<file path="src/rtl/prog_loader.sv">
// ---------------------------------------------------------------------------
// prog_loader
//
// Byte-stream program loader for the ATMega32A emulator's program memory.
// Framed bytes arrive from the UART receiver over a valid/ready handshake.
// The loader checks each frame and writes the payload through to program
// memory one byte per cycle. While a frame is in progress, the
// instruction-register stage is held in clear.
//
// Frame: SYNC, ADDR_HI, ADDR_LO, LEN, LEN payload bytes (LEN = 0 means 256),
// CSUM. The 8-bit sum of every byte after SYNC, including CSUM, must be 0.
//
// Ports:
//   clk        - single clock, rising edge
//   clr        - synchronous active-high reset
//   load_en    - loader enable; dropping it aborts a frame without error
//   rx_data    - incoming byte
//   rx_valid   - rx_data is valid
//   rx_ready   - loader can take a byte (load_en & ~clr)
//   data       - program memory write data
//   write_addr - program memory byte address
//   WE         - program memory write strobe, one cycle per byte
//   clr_reg_n  - active-low clear to the instruction registers (~busy)
//   busy       - frame in progress
//   done       - one-cycle pulse when a frame ends with a good checksum
//   err        - sticky error flag, cleared by the next SYNC or by clr
//   err_code   - 01 checksum, 10 timeout, 11 address out of range
// ---------------------------------------------------------------------------
module prog_loader #(
    parameter logic [7:0]          SYNC_BYTE = 8'h55,
    parameter int unsigned         TO_WIDTH  = 16,
    parameter logic [TO_WIDTH-1:0] TIMEOUT   = 16'd50000
) (
    input  logic        clk,
    input  logic        clr,
    input  logic        load_en,
    input  logic [7:0]  rx_data,
    input  logic        rx_valid,
    output logic        rx_ready,
    output logic [7:0]  data,
    output logic [14:0] write_addr,
    output logic        WE,
    output logic        clr_reg_n,
    output logic        busy,
    output logic        done,
    output logic        err,
    output logic [1:0]  err_code
);

    typedef enum logic [2:0] {
        IDLE,
        ADDR_HI,
        ADDR_LO,
        LEN,
        DATA,
        CSUM
    } state_t;

    localparam logic [1:0] ERR_CSUM    = 2'b01;
    localparam logic [1:0] ERR_TIMEOUT = 2'b10;
    localparam logic [1:0] ERR_RANGE   = 2'b11;

    // The abort fires on the edge where the counter would step onto TIMEOUT,
    // so the state leaves DATA exactly TIMEOUT cycles after the last byte.
    localparam logic [TO_WIDTH-1:0] TO_LAST = TIMEOUT - 1'b1;

    state_t              state, state_n;
    logic [14:0]         addr, addr_n;
    logic [8:0]          count, count_n;
    logic [7:0]          sum, sum_n;
    logic [TO_WIDTH-1:0] to_cnt, to_cnt_n;
    logic [7:0]          data_n;
    logic [14:0]         write_addr_n;
    logic                we_n;
    logic                done_n;
    logic                err_n;
    logic [1:0]          err_code_n;
    logic                accept;
    logic [7:0]          sum_add;

    assign rx_ready  = load_en & ~clr;
    assign accept    = rx_valid & rx_ready;
    assign sum_add   = sum + rx_data;
    assign busy      = (state != IDLE);
    assign clr_reg_n = ~busy;

    // State and output registers. Everything, including the memory write
    // port, is registered so a byte accepted at one edge is presented to
    // the memory for the following cycle.
    always_ff @(posedge clk) begin
        if (clr) begin
            state      <= IDLE;
            addr       <= '0;
            count      <= '0;
            sum        <= '0;
            to_cnt     <= '0;
            data       <= '0;
            write_addr <= '0;
            WE         <= 1'b0;
            done       <= 1'b0;
            err        <= 1'b0;
            err_code   <= 2'b00;
        end else begin
            state      <= state_n;
            addr       <= addr_n;
            count      <= count_n;
            sum        <= sum_n;
            to_cnt     <= to_cnt_n;
            data       <= data_n;
            write_addr <= write_addr_n;
            WE         <= we_n;
            done       <= done_n;
            err        <= err_n;
            err_code   <= err_code_n;
        end
    end

    // Next-state logic. Priority is load_en abort, then an accepted byte,
    // then the idle timeout, so a byte arriving on the timeout cycle wins.
    always_comb begin
        state_n      = state;
        addr_n       = addr;
        count_n      = count;
        sum_n        = sum;
        to_cnt_n     = to_cnt;
        data_n       = data;
        write_addr_n = write_addr;
        we_n         = 1'b0;
        done_n       = 1'b0;
        err_n        = err;
        err_code_n   = err_code;

        if (state != IDLE && !load_en) begin
            state_n  = IDLE;
            to_cnt_n = '0;
        end else if (accept) begin
            to_cnt_n = '0;
            case (state)
                IDLE: begin
                    if (rx_data == SYNC_BYTE) begin
                        err_n      = 1'b0;
                        err_code_n = 2'b00;
                        sum_n      = 8'h00;
                        state_n    = ADDR_HI;
                    end
                end
                ADDR_HI: begin
                    // Only 32 KiB of program memory; bit 7 would address past it.
                    if (rx_data[7]) begin
                        state_n    = IDLE;
                        err_n      = 1'b1;
                        err_code_n = ERR_RANGE;
                    end else begin
                        addr_n  = {rx_data[6:0], 8'h00};
                        sum_n   = sum_add;
                        state_n = ADDR_LO;
                    end
                end
                ADDR_LO: begin
                    addr_n  = {addr[14:8], rx_data};
                    sum_n   = sum_add;
                    state_n = LEN;
                end
                LEN: begin
                    count_n = (rx_data == 8'h00) ? 9'd256 : {1'b0, rx_data};
                    sum_n   = sum_add;
                    state_n = DATA;
                end
                DATA: begin
                    data_n       = rx_data;
                    write_addr_n = addr;
                    we_n         = 1'b1;
                    addr_n       = addr + 15'd1;
                    sum_n        = sum_add;
                    count_n      = count - 9'd1;
                    if (count == 9'd1) begin
                        state_n = CSUM;
                    end
                end
                CSUM: begin
                    sum_n   = sum_add;
                    state_n = IDLE;
                    if (sum_add == 8'h00) begin
                        done_n = 1'b1;
                    end else begin
                        err_n      = 1'b1;
                        err_code_n = ERR_CSUM;
                    end
                end
                default: state_n = IDLE;
            endcase
        end else if (state == IDLE) begin
            to_cnt_n = '0;
        end else if (TIMEOUT != '0 && to_cnt == TO_LAST) begin
            state_n    = IDLE;
            to_cnt_n   = '0;
            err_n      = 1'b1;
            err_code_n = ERR_TIMEOUT;
        end else begin
            to_cnt_n = to_cnt + 1'b1;
        end
    end

endmodule

</file>
<file path="config.mk">
export PLATFORM = sky130hd
export DESIGN_NAME = prog_loader
export DESIGN_NICKNAME = d
export VERILOG_FILES = /design/src/rtl/prog_loader.sv
export SDC_FILE = /design/constraint.sdc
export NUM_CORES = 1
export LEC_CHECK = 0
export CORE_AREA = 4 4 101 103
export CTS_BUF_LIST = sky130_fd_sc_hd__clkbuf_4 sky130_fd_sc_hd__clkbuf_8
export CTS_CLUSTER_DIAMETER = 30
export CTS_CLUSTER_SIZE = 24
export DETAILED_ROUTE_END_ITERATION = 6
export DIE_AREA = 0 0 105 107
export PLACE_DENSITY_LB_ADDON = 0.12
export SLEW_MARGIN = 20
export SYNTH_ARGS = -nofsm -noshare
export SYNTH_HDL_FRONTEND = slang
export SYNTH_SLANG_ARGS = --single-unit
</file>
<file path="constraint.sdc">
create_clock -name clk -period 2.2 [get_ports clk]
set_input_delay 0.22 -clock clk [delete_from_list [all_inputs] [get_ports clk]]
set_output_delay 0.22 -clock clk [all_outputs]
set_load 0.01 [all_outputs]
</file>
# Word-level counts from Yosys, hierarchy flattened
# Index checks and enable logic that the tools add are counted.
word_totals:
  in_bits: 12
  regBits: 79
  output_inout_bits: 31
  word_cells: 92
op_classes:
  add_sub_neg: 4
  n_bitwise: 8
  n_reduce_logical: 23
  n_eq_ne: 15
  mux: 30
ops:
  columns: ["cell", "count"]
  rows:
  - ["15-bit case mux with 3 select lines", 1]
  - ["8-bit case mux with 3 select lines", 1]
  - ["9-bit case mux with 2 select lines", 1]
  - ["16-bit by 1-bit adder with 16-bit output (second input constant)", 1]
  - ["16-bit == test (second input constant)", 1]
  - ["8-bit zero test", 2]
  - ["8-bit two-way mux", 2]
  - ["15-bit by 1-bit adder with 15-bit output (second input constant)", 1]
  - ["15-bit two-way mux", 1]
  - ["3-bit two-way mux", 5]
  - ["3-bit case mux with 5 select lines", 1]
  - ["2-bit two-way mux", 7]
  - ["5-bit AND reduction", 2]
  - ["9-bit by 1-bit == test with 1-bit output (second input constant)", 1]
  - ["9-bit two-way mux", 1]
  - ["3-bit != test (second input constant)", 3]
  - ["3-bit nonzero test", 3]
  - ["9-bit by 1-bit subtractor with 9-bit output (second input constant)", 1]
  - ["8-bit adder", 1]
  - ["8-bit by 7-bit == test with 1-bit output (second input constant)", 1]
  - ["1-bit two-way mux", 8]
  - ["4-bit AND reduction", 2]
  - ["4-bit OR reduction", 2]
  - ["7-bit AND reduction", 1]
  - ["17 further kinds", 30]

# Longest topological paths before layout
depth:
  word_depth: 5
  depth_mapped: 9
  mapped_depth_nobuf: 9

# Least setup slack after synthesis
# No wires, ideal clock.
synth_timing:
  path_type: "register to register"
  from: "register sum[0]"
  to: "register err"
  synth_period_minus_slack_ps: 2282
  n_path_buf: 0
  t_required_ps: 2109
  arrival_ps: 2191
  slack_ps: -82
  stages_incl_launch_ff: 10
  setup_time_ps: 91
  cell_sequence: "dfxtp_1 -> ha_1 -> fa_1 -> a211oi_1 -> o21bai_1 -> a221oi_1 -> o2111ai_2 -> inv_2 -> nor2_1 -> a311oi_1"
synth_between:
  elab_chain_len: 4
synth_lines:
  columns: ["item", "line_no", "rtl"]
  rows:
  - ["start: declaration", "70", "logic [7:0] sum, sum_n;"]
  - ["start signal: assignment", "107", "sum <= sum_n;"]
  - ["8-bit adder", "83", "assign sum_add = sum + rx_data;"]
  - ["8-bit zero test", "183", "if (sum_add == 8'h00) begin"]
  - ["3-bit != test (no source line)", null, null]
  - ["7-bit AND reduction (no source line)", null, null]
  - ["end signal: assignment", "113", "err <= err_n;"]
  - ["end: declaration", "46", "output logic err,"]
# No other way between the ends.
# A chain may end at the register's enable or synchronous reset.

# Worst setup path after layout
layout_timing:
  from: "input rx_data[3]"
  to: "register err_code[1]"
layout_between:
  elab_chain_len: 4
  word_cells_on_any_way: 6
  classes_between: "1 x add/sub; 3 x eq/ne; 2 x reduce/logical"
layout_lines:
  columns: ["item", "line_no", "rtl"]
  rows:
  - ["start: declaration", "37", "input logic [7:0] rx_data,"]
  - ["8-bit adder", "83", null]
  - ["8-bit zero test", "183", null]
  - ["3-bit != test (no source line)", null, null]
  - ["7-bit AND reduction (no source line) *", null, null]
  - ["end signal: assignment", "114", "err_code <= err_code_n;"]
  - ["end: declaration", "47", "output logic [1:0] err_code"]
# Mark *: on every way between the ends. The rest lies on a longest branch, timed or not.

==> results.md <==
- The flow ran to the end, but the final reports show violations.
- The checks that failed: negative setup slack.
- In this run the critical register-to-register path is launched from sum[5].
- The transition time at the pin with the least slew margin is 0.647 ns.
- The placed cell area is 4880 um^2.
- Summed over all layers, the routed wires come to 10900 um.
- The initial DRC count is 176.
- The hold path startpoint is to_cnt[0].
- The share of flip-flops with an asynchronous set or reset after synthesis is 0.
- The root buffer cell chosen for the clock tree is sky130_fd_sc_hd__clkbuf_8.
- Based on the critical path, the design can be clocked at up to 0.435 GHz.
- The number of antenna violations at the first check in global routing is 0.
- Among all cell types in the netlist, the one instantiated most often is sky130_fd_sc_hd__nand2_1.
- The minimum period implied by the final worst setup slack is 2.30 ns.
- The end of the worst register-to-register path is err_code[1].
- The top cell type by total area after synthesis is sky130_fd_sc_hd__dfxtp_1.
- Registers take 1590 um^2.
- The share of the clock period used by the worst path after layout is 1.04.
- The biggest fanout along the worst timing path is 4.
- At the later pin of the worst-skew pair, clock insertion delay measures 0.36 ns.
- In the final layout, the multi-input gates occupy 2500 um^2.
- The worst path arrival time is 2.52 ns.
- The worst reg-to-reg path cell count is 9.
- The per-cell routed wire length is 15.3 um.
- The total clock buffers created by CTS is 9.
- 43 I/O pins were placed.
- In this run, post-CTS hold repair placed 0 buffers.
- The post-synthesis sequential area ratio is 0.387.
- The destination of the worst hold path is to_cnt[0].
- The first global-routing pass estimated 18300 um of wire.
- Entering global routing, the biggest net connects 60 pins.
- The mapped netlist covers 4090 um^2.
- Setup repair after global routing could not meet its margin everywhere.
- Counting every sink on the clock net gives 79.
- The number of violations of the max-capacitance limit is 0.
- The critical path launch point type is a primary input.
- The met2 wirelength from detailed routing is 5250 um.
- The die span in x is 105 um.
- The highest signal layer in the routed design is met4.
- Yosys printed 0 warnings.
- The area growth from synthesis to layout is 29.1%.
- The number of vias per cell is 5.60.
- In the final layout, the share of cells above drive strength 1 is 0.169.
- The TritonCTS clock tree is yes.
- Power spread over the standard cell area amounts to 532 nW/um^2.
- The required time of the critical path is 2.42 ns.
- The number of cells on the worst hold path is 1.
- The post-layout worst setup margin is -0.0982 ns.
- The total placed cells including tap cells is 693.
- The maximum VDD drop is 0.000321 V.
- The number of unique standard cell types used by synthesis is 68.
- After detailed routing, the number of remaining DRC violations is 0.
- Counting every instance in the synthesized netlist gives 521.
- The met1 layer wirelength in the final routing is 5000 um.
- The synthesized design contains 0 enable-type register cells.
- The core region is 9200 um^2.
- After detailed routing, the met3 layer carries 507 um of wire.
- The number of nets handed over by synthesis was 546.
- The layout has 856 filler cells.
- Clock-pin slew was measured on the worst setup and hold paths at 0.09 ns.
- After floorplanning, the core was divided into 35 placement rows.
- The slack of the worst reg-to-reg path is -0.09 ns.
- The register bit total from synthesis is 79.
- The final-report hold violation count is 0.
- In this run the deepest clock path goes through 2 buffers.
- The path class of the tightest hold or removal check is flip-flop to flip-flop.
- The average instance in the mapped netlist occupies 7.84 um^2.
- Summed over all nets, the half-perimeter wirelength after detailed placement is 7500 um.
- The critical path capture point type is a flip-flop.
- At the end of routability-driven placement, the weighted congestion stood at 0.878.
- The prevailing post-synth register cell is sky130_fd_sc_hd__dfxtp_1.
- Across every metal layer, demand over resource in global routing totals 0.198.
- In this run the tightest slew margin relative to its limit is 0.569.
- The die covers 11200 um^2.
- Summing all non-filler instances in the final layout gives an area of 5280 um^2.
- Setup violations remaining at the end of the flow were counted as 3.
- Buffers placed on the I/O ports in this run total 42.
- For this design the static power due to leakage is 0.00184 uW.
- The kind of critical path is primary input to flip-flop.
- By area the synthesized netlist is led by sky130_fd_sc_hd__dfxtp_1 39%, sky130_fd_sc_hd__a21oi_1 8.1%, sky130_fd_sc_hd__nand2_1 7.4%, sky130_fd_sc_hd__nor2_1 5.8%, sky130_fd_sc_hd__ha_1 3.7%.
- The final setup skew is 0.0105 ns.
- Once layout is complete, the utilization of the core stands at 0.574.
- The via count of the routed design is 3975.
- The total power is 2800 uW.
- The H-tree was split into 3 levels.
- The via count of the first global-routing pass is 3795.
- The number of nets with antenna violations after routing is 0.
- Before CTS, the worst setup slack after placement is -0.650 ns.
- For this configuration, the core starts out at a cell density of 0.444.
- The number of max-slew violations in the final report is 0.
- Ranked by instance count, the synthesized netlist is headed by 81 x sky130_fd_sc_hd__nand2_1, 79 x sky130_fd_sc_hd__dfxtp_1, 66 x sky130_fd_sc_hd__a21oi_1, 63 x sky130_fd_sc_hd__nor2_1, 19 x sky130_fd_sc_hd__clkbuf_1.
- Of the post-synthesis cell area, the dominant cell type holds 0.387.
- The antenna diode count is 0.
- The number of iterations in the first detailed-routing pass is 5.
- The overall die height is 107 um.
- The net count of the finished layout is 619.
- The remaining global-route overflow is 0.
- The finished layout holds 710 standard cells, fillers aside.
critical path, cell delays in order:
cell and delay [ns]:
sky130_fd_sc_hd__clkdlybuf4s50_1 0.47, sky130_fd_sc_hd__ha_4 0.30, sky130_fd_sc_hd__buf_4 0.11, sky130_fd_sc_hd__o21ai_0 0.13, sky130_fd_sc_hd__or2_4 0.28, sky130_fd_sc_hd__o311a_4 0.39, sky130_fd_sc_hd__o2111ai_4 0.11, sky130_fd_sc_hd__inv_2 0.09
sky130_fd_sc_hd__buf_6 0.12, sky130_fd_sc_hd__nor4_2 0.23, sky130_fd_sc_hd__nor3_1 0.07
where the power goes:
group,leakage (uW),internal (uW),switching (uW)
clock,0.000114,667,547
combinational,0.00109,72.1,90.8
sequential,0.000637,1430,0.0260
how the worst max path moves through the flow:
stage | startpoint | endpoint | slack [ns] | depth (start not counted)
2_1_floorplan | sum[0] | err | 0.02 | 9
3_3_place_gp | rx_data[0] | err_code[1] | -0.60 | 10
3_5_place_dp | rx_data[0] | err | -0.65 | 10
4_1_cts | sum[0] | err_code[1] | -0.1 | 10
5_1_grt | sum[0] | err_code[1] | -0.23 | 10
6_report | rx_data[3] | err_code[1] | -0.1 | 11
layout by cell type, fill, tap and decap left out, types with 11 or more instances in the layout:
cell	n
sky130_fd_sc_hd__xnor2_1	11
sky130_fd_sc_hd__a21oi_1	65
sky130_fd_sc_hd__clkdlybuf4s50_1	36
sky130_fd_sc_hd__nor3_1	12
sky130_fd_sc_hd__a22oi_1	13
sky130_fd_sc_hd__nand3_1	11
sky130_fd_sc_hd__dfxtp_1	76
sky130_fd_sc_hd__nand2_1	81
sky130_fd_sc_hd__o21ai_0	17
sky130_fd_sc_hd__nor2_1	63
sky130_fd_sc_hd__buf_4	47
layer usage:
layer / GRT usage / vias up
met1: 0.261 / 1880
met3: 0.0331 / 11
met2: 0.332 / 83
met5: 0 / -
li1: - / 2001
met4: 0.0637 / 0
area by class of cell:
class                   count  share of cell area
repair buffers             91               0.149
flip-flops and latches     79               0.300
multi-input cells         401               0.473
well taps                 111              0.0263
clock buffers              11              0.0263
clock inverters             5              0.0157
inverters                  12             0.00854
timing repair:
| action | 4_1_cts | 5_1_grt |
|---|---|---|
| setup endpoints to repair | 7 | 8 |
| gates resized for setup | 28 | 5 |
| setup buffers | 1 | 0 |
| pin swaps | 10 | 6 |
flip-flops by register name, indices dropped and copies added (netlist names):
name,count
state,3
to_cnt,16
data,8
err,1
addr,15
write_addr,15
done,1
count,9
err_code,2
WE,1
sum,8
logic make-up after synthesis:
| family | share of synthesized area |
|---|---|
| AOI/OAI and AO/OA | 0.220 |
| xor gates and xnor gates | 0.0343 |
| adders and majority gates | 0.0416 |
| buffers and inverters | 0.0419 |
| DFF | 0.387 |
| muxes | 0.00490 |
| and+or+nand+nor | 0.271 |
per-stage QoR:
step	setup TNS (ns)	hold slack, ns
4_1_cts	-0.222	0.434
2_1_floorplan	0	0.356
6_report	-0.171	0.445
3_3_place_gp	-5.66	0.427
5_1_grt	-0.644	0.454
3_5_place_dp	-5.77	0.433
Note: power is estimated with default switching activity, not from simulation.
